## src/rtl/motor_encoders_pkg.sv

```systemverilog
`default_nettype none
//============================================================================
// Module   : motor_pkg
// Purpose  : Quadrature states, speed limits and step helpers for motor_encoders.
// Revision : 1.0 - initial release
//============================================================================
package motor_pkg;

  // Encoded as {A,B}; forward order is Q00 -> Q10 -> Q11 -> Q01 -> Q00
  typedef enum logic [1:0] {
    Q00 = 2'b00,
    Q01 = 2'b01,
    Q10 = 2'b10,
    Q11 = 2'b11
  } quad_state_t;

  localparam int SPEED_MAX = 127;
  localparam int SPEED_MIN = -128;

  typedef logic signed [1:0] step_t;

  localparam step_t c_step_fwd  = 2'sb01;
  localparam step_t c_step_rev  = 2'sb11;
  localparam step_t c_step_none = 2'sb00;

  function automatic step_t quad_step(input quad_state_t from_s, input quad_state_t to_s);
    case ({from_s, to_s})
      {Q00, Q10}, {Q10, Q11}, {Q11, Q01}, {Q01, Q00}: return c_step_fwd;
      {Q00, Q01}, {Q01, Q11}, {Q11, Q10}, {Q10, Q00}: return c_step_rev;
      default:                                        return c_step_none;
    endcase
  endfunction

  function automatic logic is_illegal(input quad_state_t from_s, input quad_state_t to_s);
    return (from_s ^ to_s) == 2'b11;
  endfunction

  function automatic logic signed [7:0] saturate_speed(input int v);
    if (v > SPEED_MAX) return 8'sd127;
    if (v < SPEED_MIN) return -8'sd128;
    return 8'(v);
  endfunction

endpackage
`default_nettype wire

```

## src/rtl/motor_encoders_if.sv

```systemverilog
`default_nettype none
//============================================================================
// Module   : motor_encoders_if
// Purpose  : Encoder pins, clear request and measurement outputs of motor_encoders.
// Revision : 1.0 - initial release
//============================================================================
interface motor_encoders_if #(
  parameter int POS_WIDTH = 32
) ();
  logic                        enc_left_a;
  logic                        enc_left_b;
  logic                        enc_right_a;
  logic                        enc_right_b;
  logic                        clear_in;
  logic signed [POS_WIDTH-1:0] position_left;
  logic signed [POS_WIDTH-1:0] position_right;
  logic signed [7:0]           speed_left;
  logic signed [7:0]           speed_right;
  logic                        speed_valid;
  logic                        error_left;
  logic                        error_right;

  modport master (
    output enc_left_a, enc_left_b, enc_right_a, enc_right_b, clear_in,
    input  position_left, position_right, speed_left, speed_right,
           speed_valid, error_left, error_right
  );

  modport slave (
    input  enc_left_a, enc_left_b, enc_right_a, enc_right_b, clear_in,
    output position_left, position_right, speed_left, speed_right,
           speed_valid, error_left, error_right
  );
endinterface
`default_nettype wire

```

## src/rtl/motor_encoders_quad_decoder.sv

```systemverilog
`default_nettype none
//============================================================================
// Module   : quad_decoder
// Purpose  : One encoder channel: synchroniser, glitch filter, 4x decoder, position.
// Revision : 1.0 - initial release
//============================================================================
module quad_decoder
  import motor_pkg::*;
#(
  parameter int FILTER_CYCLES = 4,
  parameter int POS_WIDTH     = 32
) (
  input  logic                        clk_in,
  input  logic                        rst_in,
  input  logic                        i_enc_a,
  input  logic                        i_enc_b,
  input  logic                        i_clear,
  output step_t                       o_step,
  output logic signed [POS_WIDTH-1:0] o_position,
  output logic                        o_error
);

  localparam int                 c_cnt_w = $clog2(FILTER_CYCLES + 1);
  localparam logic [c_cnt_w-1:0] c_filt  = c_cnt_w'(FILTER_CYCLES);
  localparam logic [c_cnt_w-1:0] c_one   = c_cnt_w'(1);

  logic [1:0]                  r_a_sync;
  logic [1:0]                  r_b_sync;
  logic [1:0]                  r_fill;
  logic [1:0]                  r_cand;
  logic [c_cnt_w-1:0]          r_cnt;
  quad_state_t                 r_acc;
  logic                        r_acc_valid;
  quad_state_t                 r_state;
  quad_state_t                 w_state_next;
  logic                        r_base_valid;
  step_t                       w_step;
  logic                        w_illegal;
  logic [1:0]                  w_sample;
  logic [c_cnt_w-1:0]          w_cnt_next;
  logic signed [POS_WIDTH-1:0] r_pos;
  logic                        r_err;

  assign w_sample   = {r_a_sync[1], r_b_sync[1]};
  assign w_cnt_next = (w_sample != r_cand) ? c_one :
                      (r_cnt == c_filt)    ? r_cnt : r_cnt + 1'b1;

  // r_fill holds the filter off until the synchroniser carries real pin samples
  always_ff @(posedge clk_in) begin
    if (!rst_in) begin
      r_a_sync    <= '0;
      r_b_sync    <= '0;
      r_fill      <= '0;
      r_cand      <= '0;
      r_cnt       <= '0;
      r_acc       <= Q00;
      r_acc_valid <= 1'b0;
    end else begin
      r_a_sync <= {r_a_sync[0], i_enc_a};
      r_b_sync <= {r_b_sync[0], i_enc_b};
      r_fill   <= {r_fill[0], 1'b1};
      if (r_fill[1]) begin
        r_cand <= w_sample;
        r_cnt  <= w_cnt_next;
        if (w_cnt_next == c_filt) begin
          r_acc       <= quad_state_t'(w_sample);
          r_acc_valid <= 1'b1;
        end
      end
    end
  end

  always_ff @(posedge clk_in) begin
    if (!rst_in) begin
      r_state      <= Q00;
      r_base_valid <= 1'b0;
    end else begin
      r_state <= w_state_next;
      if (r_acc_valid) r_base_valid <= 1'b1;
    end
  end

  // The first accepted state only seeds r_state
  always_comb begin
    w_state_next = r_state;
    w_step       = c_step_none;
    w_illegal    = 1'b0;
    if (r_acc_valid) begin
      w_state_next = r_acc;
      if (r_base_valid) begin
        w_step    = quad_step(r_state, r_acc);
        w_illegal = is_illegal(r_state, r_acc);
      end
    end
  end

  always_ff @(posedge clk_in) begin
    if (!rst_in || i_clear) begin
      r_pos <= '0;
      r_err <= 1'b0;
    end else begin
      r_pos <= r_pos + {{(POS_WIDTH-2){w_step[1]}}, w_step};
      if (w_illegal) r_err <= 1'b1;
    end
  end

  assign o_step     = w_step;
  assign o_position = r_pos;
  assign o_error    = r_err;

endmodule
`default_nettype wire

```

## src/rtl/motor_encoders.sv

```systemverilog
`default_nettype none
//============================================================================
// Module   : motor_encoders
// Purpose  : Dual quadrature decoder with positions and windowed signed 8-bit speed.
// Revision : 1.0 - initial release
//============================================================================
module motor_encoders
  import motor_pkg::*;
#(
  parameter int SAMPLE_CYCLES = 98304,
  parameter int FILTER_CYCLES = 4,
  parameter int POS_WIDTH     = 32
) (
  input  logic             clk_in,
  input  logic             rst_in,
  motor_encoders_if.slave  bus
);

  localparam int                 c_win_w    = $clog2(SAMPLE_CYCLES);
  localparam int                 c_delta_w  = $clog2(SAMPLE_CYCLES + 1) + 1;
  localparam logic [c_win_w-1:0] c_win_last = c_win_w'(SAMPLE_CYCLES - 1);

  step_t                       w_step_l;
  step_t                       w_step_r;
  logic [c_win_w-1:0]          r_win;
  logic                        w_tc;
  logic signed [c_delta_w-1:0] r_delta_l;
  logic signed [c_delta_w-1:0] r_delta_r;
  logic signed [7:0]           r_speed_l;
  logic signed [7:0]           r_speed_r;
  logic                        r_valid;

  function automatic logic signed [c_delta_w-1:0] ext_step(input step_t s);
    return {{(c_delta_w-2){s[1]}}, s};
  endfunction

  quad_decoder #(
    .FILTER_CYCLES (FILTER_CYCLES),
    .POS_WIDTH     (POS_WIDTH)
  ) u_left (
    .clk_in     (clk_in),
    .rst_in     (rst_in),
    .i_enc_a    (bus.enc_left_a),
    .i_enc_b    (bus.enc_left_b),
    .i_clear    (bus.clear_in),
    .o_step     (w_step_l),
    .o_position (bus.position_left),
    .o_error    (bus.error_left)
  );

  quad_decoder #(
    .FILTER_CYCLES (FILTER_CYCLES),
    .POS_WIDTH     (POS_WIDTH)
  ) u_right (
    .clk_in     (clk_in),
    .rst_in     (rst_in),
    .i_enc_a    (bus.enc_right_a),
    .i_enc_b    (bus.enc_right_b),
    .i_clear    (bus.clear_in),
    .o_step     (w_step_r),
    .o_position (bus.position_right),
    .o_error    (bus.error_right)
  );

  assign w_tc = (r_win == c_win_last);

  // A step on the terminal-count cycle opens the next window's delta
  always_ff @(posedge clk_in) begin
    if (!rst_in) begin
      r_win     <= '0;
      r_delta_l <= '0;
      r_delta_r <= '0;
      r_speed_l <= '0;
      r_speed_r <= '0;
      r_valid   <= 1'b0;
    end else begin
      r_valid <= w_tc;
      if (w_tc) begin
        r_win     <= '0;
        r_speed_l <= saturate_speed(int'(r_delta_l));
        r_speed_r <= saturate_speed(int'(r_delta_r));
        r_delta_l <= ext_step(w_step_l);
        r_delta_r <= ext_step(w_step_r);
      end else begin
        r_win     <= r_win + 1'b1;
        r_delta_l <= r_delta_l + ext_step(w_step_l);
        r_delta_r <= r_delta_r + ext_step(w_step_r);
      end
    end
  end

  assign bus.speed_left  = r_speed_l;
  assign bus.speed_right = r_speed_r;
  assign bus.speed_valid = r_valid;

endmodule
`default_nettype wire
```

## src/flat_wrapper.sv

```systemverilog
// flat-port wrapper written by rule: the top's interface ports become plain ports
module motor_encoders_flat import motor_pkg::*;
#(
  parameter int SAMPLE_CYCLES = 98304,
  parameter int FILTER_CYCLES = 4,
  parameter int POS_WIDTH     = 32
)
  (clk_in, rst_in, bus_enc_left_a, bus_enc_left_b, bus_enc_right_a, bus_enc_right_b, bus_clear_in, bus_position_left, bus_position_right, bus_speed_left, bus_speed_right, bus_speed_valid, bus_error_left, bus_error_right);
  motor_encoders_if #(.POS_WIDTH(POS_WIDTH)) bus_i ();
  input  logic clk_in;
  input  logic rst_in;
  input wire logic [$bits(bus_i.enc_left_a)-1:0] bus_enc_left_a;
  input wire logic [$bits(bus_i.enc_left_b)-1:0] bus_enc_left_b;
  input wire logic [$bits(bus_i.enc_right_a)-1:0] bus_enc_right_a;
  input wire logic [$bits(bus_i.enc_right_b)-1:0] bus_enc_right_b;
  input wire logic [$bits(bus_i.clear_in)-1:0] bus_clear_in;
  output wire logic [$bits(bus_i.position_left)-1:0] bus_position_left;
  output wire logic [$bits(bus_i.position_right)-1:0] bus_position_right;
  output wire logic [$bits(bus_i.speed_left)-1:0] bus_speed_left;
  output wire logic [$bits(bus_i.speed_right)-1:0] bus_speed_right;
  output wire logic [$bits(bus_i.speed_valid)-1:0] bus_speed_valid;
  output wire logic [$bits(bus_i.error_left)-1:0] bus_error_left;
  output wire logic [$bits(bus_i.error_right)-1:0] bus_error_right;
  assign bus_i.enc_left_a = bus_enc_left_a;
  assign bus_i.enc_left_b = bus_enc_left_b;
  assign bus_i.enc_right_a = bus_enc_right_a;
  assign bus_i.enc_right_b = bus_enc_right_b;
  assign bus_i.clear_in = bus_clear_in;
  assign bus_position_left = bus_i.position_left;
  assign bus_position_right = bus_i.position_right;
  assign bus_speed_left = bus_i.speed_left;
  assign bus_speed_right = bus_i.speed_right;
  assign bus_speed_valid = bus_i.speed_valid;
  assign bus_error_left = bus_i.error_left;
  assign bus_error_right = bus_i.error_right;
  motor_encoders #(.SAMPLE_CYCLES(SAMPLE_CYCLES), .FILTER_CYCLES(FILTER_CYCLES), .POS_WIDTH(POS_WIDTH)) u_core (.clk_in(clk_in), .rst_in(rst_in), .bus(bus_i));
endmodule
```

## config.mk

```make
export PLATFORM = sky130hd
export DESIGN_NAME = motor_encoders_flat
export DESIGN_NICKNAME = d
export VERILOG_FILES = /design/src/rtl/motor_encoders_pkg.sv /design/src/rtl/motor_encoders_if.sv /design/src/rtl/motor_encoders_quad_decoder.sv /design/src/rtl/motor_encoders.sv /design/src/flat_wrapper.sv
export SDC_FILE = /design/constraint.sdc
export NUM_CORES = 1
export LEC_CHECK = 0
export ABC_AREA = 1
export BUFFER_PORTS_ARGS = -buffer_cell sky130_fd_sc_hd__buf_2
export CORE_ASPECT_RATIO = 0.75
export CORE_MARGIN = 2
export CORE_UTILIZATION = 61
export CTS_CLUSTER_DIAMETER = 200
export CTS_CLUSTER_SIZE = 12
export DETAILED_ROUTE_END_ITERATION = 7
export PLACE_DENSITY = 0.83
export SYNTH_ARGS = -nofsm -noshare
export SYNTH_HDL_FRONTEND = slang
export SYNTH_SLANG_ARGS = --single-unit
```

## constraint.sdc

```tcl
create_clock -name clk_in -period 5.27 [get_ports clk_in]
set_input_delay 1.054 -clock clk_in [delete_from_list [all_inputs] [get_ports clk_in]]
set_output_delay 1.054 -clock clk_in [all_outputs]
set_load 0.005 [all_outputs]
```

Yosys cells after proc, flatten, opt, wreduce, memory -nomap -nowiden --
Memories as Yosys holds them, arrays and structs flattened. Cells that the tools add are included.
Storage, ports and cells: logic and storage cells 98, memories 2, bits in read-only memories 64, input port bits 7, register bits 170, output and inout bits 83
Cells by class: add/subtract/negate cells 7, mux-type cells 38, reduce and logical (&&, ||, !) cells 5, order comparisons 4, bitwise operators 3, equal/unequal tests 9
Memory list:
- (name not given) | depth 16, bits a word 2, rd ports 1, clocked after memory_dff 0, wr ports 0, line motor_encoders_pkg.sv:27 | case ({from_s, to_s})
- (name not given) | depth 16, bits a word 2, rd ports 1, clocked after memory_dff 0, wr ports 0, line motor_encoders_pkg.sv:27
Operator list (count):
- adder 32 bit | 2
- 2-to-1 mux 8 bit | 8
- adder 18 x 2 -> 18 bit | 2
- greater-than comparator 18 x 8 -> 1 bit (second input constant) | 2
- < comparator 18 x 8 -> 1 bit (second input constant) | 2
- 2-to-1 mux 18 bit | 2
- 2-to-1 mux 1 bit | 20
- adder 17 x 1 -> 17 bit (second input constant) | 1
- == test 17 bit (second input constant) | 1
- == test 3 bit (second input constant) | 4
- 2-to-1 mux 3 bit | 4
- 2-to-1 mux 2 bit | 4
- adder 3 x 1 -> 3 bit (second input constant) | 2
- == test 2 bit (second input constant) | 2
- inequality test 2 bit | 2
- AND reduction 2 bit | 2
- bitwise XOR 2 bit | 2
- OR reduction 2 bit | 1
- zero test 1 bit | 1
- logical OR 1 bit | 1
- NOT 1 bit | 1

Logic depth before layout (Yosys ltp) --
depth in word-level cells 9, depth in mapped cells 19, mapped depth without buffers 19

Cells and area by module --
Synthesis repeated with hierarchy kept, for this count alone.
Second synthesis, totals: cells, all modules 2027, area total of the unflattened synthesis 12495.7 sq um
Modules (own cells, without submodules):
- quad_decoder | times used 2, area an instance 4001.3 sq um, sequential area each 1001.0 sq um, cells an instance 676
- motor_encoders | times used 1, area an instance 4493.1 sq um, sequential area each 1401.3 sq um, cells an instance 675

Least setup slack after synthesis --
No wires, ideal clock.
path kind reg-to-reg, start point reg u_core.u_right.r_acc[0], end point reg u_core.r_delta_r[9], required time 5154 ps, setup slack 1111 ps, arrival time 4043 ps, cell stages (with the launch flop) 15, buffers on the path 0, setup time 116 ps, period minus slack after synthesis 4159 ps, cells stage by stage dfxtp_1 > inv_1 > ha_1 > nand2_1 > nand3_1 > nand2_1 > nor2_1 > ha_1 > a21oi_1 > nand2_1 > nand2_1 > nand3b_1 > or2_2 > nand3_1 > nand2_1
Between the ends: longest elaborated chain between the ends 5
RTL lines:
- start: declaration | line motor_encoders_quad_decoder.sv:32 | quad_state_t r_acc;
- start signal: assignment | line motor_encoders_quad_decoder.sv:66 | r_acc <= quad_state_t'(w_sample);
- memory read (16 x 2 bit) (*)
- 2-to-1 mux 2 bit (*) | line motor_encoders_quad_decoder.sv:90 | if (r_base_valid) begin
- 2-to-1 mux 2 bit (*) | line motor_encoders_quad_decoder.sv:88 | if (r_acc_valid) begin
- adder 18 x 2 -> 18 bit | line motor_encoders.sv:87 | r_delta_r <= r_delta_r + ext_step(w_step_r);
- 2-to-1 mux 18 bit (*) | line motor_encoders.sv:78 | if (w_tc) begin
- end signal: assignment | line motor_encoders.sv:83 | r_delta_r <= ext_step(w_step_r);
- end signal: assignment | line motor_encoders.sv:87
- end: declaration | line motor_encoders.sv:28 | logic signed [c_delta_w-1:0] r_delta_r;
Every way passes the cells marked *; elsewhere a longest branch is shown, timed or not. A chain may end at the register's enable or synchronous reset.

Final worst setup path --
start point reg u_core.u_right.r_acc[0], end point reg u_core.u_right.r_pos[16], in the netlist u_core.u_right.o_position[16]
Between the ends: longest elaborated chain between the ends 4
RTL lines:
- memory read (16 x 2 bit)
- 2-to-1 mux 2 bit | line motor_encoders_quad_decoder.sv:90
- 2-to-1 mux 2 bit | line motor_encoders_quad_decoder.sv:88
- adder 32 bit | line motor_encoders_quad_decoder.sv:102 | r_pos <= r_pos + {{(POS_WIDTH-2){w_step[1]}}, w_step};
- end signal: assignment | line motor_encoders_quad_decoder.sv:102
- end: declaration | line motor_encoders_quad_decoder.sv:41 | logic signed [POS_WIDTH-1:0] r_pos;
No other way between the ends.

==> results.ini <==
[floorplan]
die_w_um=168
num_rows=44
num_io_pins=90
core_mm2=0.0195
start_util_pct=62.8
die-area_mm2=0.0212
dieHeight_um=127

[synth]
synth_warnings=0
synth_top_family_by_area=simple AND/OR/NAND/NOR gates
synth-compound-area-share_pct=11.2
synth_xor_area_share_pct=2.29
synthAdderAreaFrac_pct=11.8
synth_area_leaders=dfxtp_1 27%, nand2_1 20%, ha_1 11%
avgSynthCellArea_um2=6.11
syn-instance-count=2004
yosys_register_bits=168
async_flop_share_pct=0
synth_top_area_cell=dfxtp_1
synth_top_flop_cell=dfxtp_1
synth_nets=2124
syn_area_mm2=0.0122
synth-seq-area-share_pct=27.5
synth_cell_types=39
synth.area.mux_share_pct=0
synth_top_area_share_pct=27.5
synth-simple-area-share_pct=36.3
synth-edff-count=0

[timing]
skew_ps=12.3
slew_headroom_pct=27.2
fin_crit_sh_pct=66.5
tightest_slew_ps=1080
clock.fmax_mhz=285
fin_crit_ps=3500
maxSlewViolCount=0
tns_ps=0
rsz0062_at_grt=no
hold_viol=0
setup_slack_ps=1770
finalSetupViolCount=0

[status]
outcome=completed

[worst_setup_path]
r2r-end=u_core.u_right.o_position[16]
rr_worst_depth=16
reg2reg_slack_ps=1770
crit-reg2reg-launch=u_core.u_right.r_acc[0]
cp.arrival_ps=3850
crit_fanout=5
critPathKind=register to register
setup.worst_path.start_class=register
critPathRequiredTime_ps=5610
worstSetupEndpointType=register

[placement]
routabilityCongestion=0.983
dp_worst_setup_slack_ps=1850
dpl-instance-area_mm2=0.0130
detailed_place_hpwl_um=24700
numPortBuffers=89

[min_path]
holdPathEnd=u_core.u_left.r_fill[1]
min_path_type=register to register
hold_start=u_core.u_right.r_fill[0]
holdPathStages=2

[clock_tree]
clk_latency_ps=440
clk_pin_slew_ps=80
cts_resized=0
cts_made_buffers=17
max-clock-path-buffers=2
post_cts_buffers=0
root_buffer=clkbuf_16
cts_tree=built
htreeDepth=4
postCtsHoldBufs=0
cts_sinks=168

[final_layout]
nFillCells=1719
final_area_mm2=0.0135
synthToLayoutAreaGrowth_pct=10.5
final_nets=2216
antenna_cells=0
fin_util_pct=69.4
drive_gt1_share_pct=6.88
layout_commonest_cell=nand2_1
final_cell_mix=656 x nand2_1, 328 x inv_1, 213 x nor2_1, 168 x dfxtp_1, 132 x a21oi_1

[power_and_ir_drop]
total_power_mw=2.59
leakagePower_nw=7.48
powerDensity_mw_per_mm2=191
vdd_drop_max_uv=230

[drt]
dr_wl_met2_um=13100
wl_met3_um=3100
top_layer=met4
wl_met1_um=15300
post-route-drc-count=0
antenna_left=0
totalWireLength_um=32000
dr.first_iter.drc_count=1317
vias=12700
dr.pass1.iters=6
viasPerCell=5.39
wire_per_inst_um=13.6

[global_routing]
overflow=0
track_usage_pct=30.2
antenna_found_initial=0
grt_pass1_vias=11000
grt_pass1_wl_um=52400
grt_max_degree=40

[flow_run]
drv_cap=0

power breakdown:
group	internal (mW)	switching [mW]
clock	0.632	0.615
sequential	1.28	0.00670
combinational	0.0157	0.0395
layout make-up:
cell class,count,area [um2],area share (%)
multi-input cells,1486,7560,55.9
flip-flops and latches,168,3360,24.9
well taps,253,317,2.34
clock inverters,15,150,1.11
clock buffers,17,425,3.14
inverters,330,1240,9.16
repair buffers,93,475,3.51
critical path, cell delays in order, from the launching register on:
cell	delay, ps
dfxtp_1	390
inv_1	120
ha_1	330
xnor2_1	240
xor2_1	170
or2_2	140
inv_1	60
ha_1	240
fa_1	500
nand3_1	130
nand3_1	170
nand2_1	120
nand3_1	180
a21oi_1	410
nand2_1	90
nand2_1	70
nor2_1	40
cells in the mapped netlist, drive strengths merged (3+ instances only):
cell type / instances
nand3: 121
inv: 330
o21bai: 7
or2: 7
clkbuf: 5
and2: 12
xnor2: 12
nor2: 220
a21o: 4
nor4: 5
nand4: 23
a21oi: 132
nand2: 659
buf: 15
nor3: 18
xor2: 20
ha: 109
o211ai: 3
a31oi: 3
fa: 4
dfxtp: 168
nand3b: 10
o21a: 3
o21ai: 106
metal layers:
metal | up-vias | track usage [%]
li1 | 6499 | -
met1 | 5649 | 45.2
met2 | 537 | 45.3
met3 | 49 | 4.77
met4 | 0 | 7.57
met5 | - | 0
stage by stage:
| step | hold WS [ps] | instances |
|---|---|---|
| finish | 421 | 2362 |
| global placement | 392 | 2330 |
| floorplan | 390 | 2004 |
| global route | 438 | 2362 |
| CTS | 425 | 2362 |
| detailed placement | 406 | 2330 |
logic make-up (layout without fill, tap and decap cells):
group / Yosys count / after routing
and+or+nand+nor: 1079 / 1079
buffers and inverters: 350 / 455
AOI/OAI and AO/OA: 262 / 262
DFF: 168 / 168
adders and majority gates: 113 / 113
xor gates and xnor gates: 32 / 32
sequential cells by signal (all words and copies together) (netlist names), 3 cells and up:
| signal | flops |
|---|---|
| u_core.r_delta_l | 18 |
| u_core.u_left.r_cnt | 3 |
| u_core.bus.speed_right | 8 |
| u_core.u_left.o_position | 32 |
| u_core.bus.speed_left | 8 |
| u_core.u_right.r_cnt | 3 |
| u_core.u_right.o_position | 32 |
| u_core.r_delta_r | 18 |
| u_core.r_win | 17 |
worst max-delay path by stage:
| stage | cells past startpoint | slack, ps | to | start |
|---|---|---|---|---|
| finish | 16 | 1770 | u_core.u_right.o_position[16] | u_core.u_right.r_acc[0] |
| global route | 17 | 1440 | u_core.r_delta_r[12] | u_core.u_right.r_acc[0] |
| CTS | 17 | 1820 | u_core.r_delta_r[12] | u_core.u_right.r_acc[0] |
| detailed placement | 17 | 1850 | u_core.r_delta_r[12] | u_core.u_right.r_acc[0] |
| global placement | 6 | 1960 | u_core.u_left.o_position[14] | rst_in |
| floorplan | 14 | 1110 | u_core.r_delta_r[9] | u_core.u_right.r_acc[0] |
Note: power is estimated with default switching activity, not from simulation.
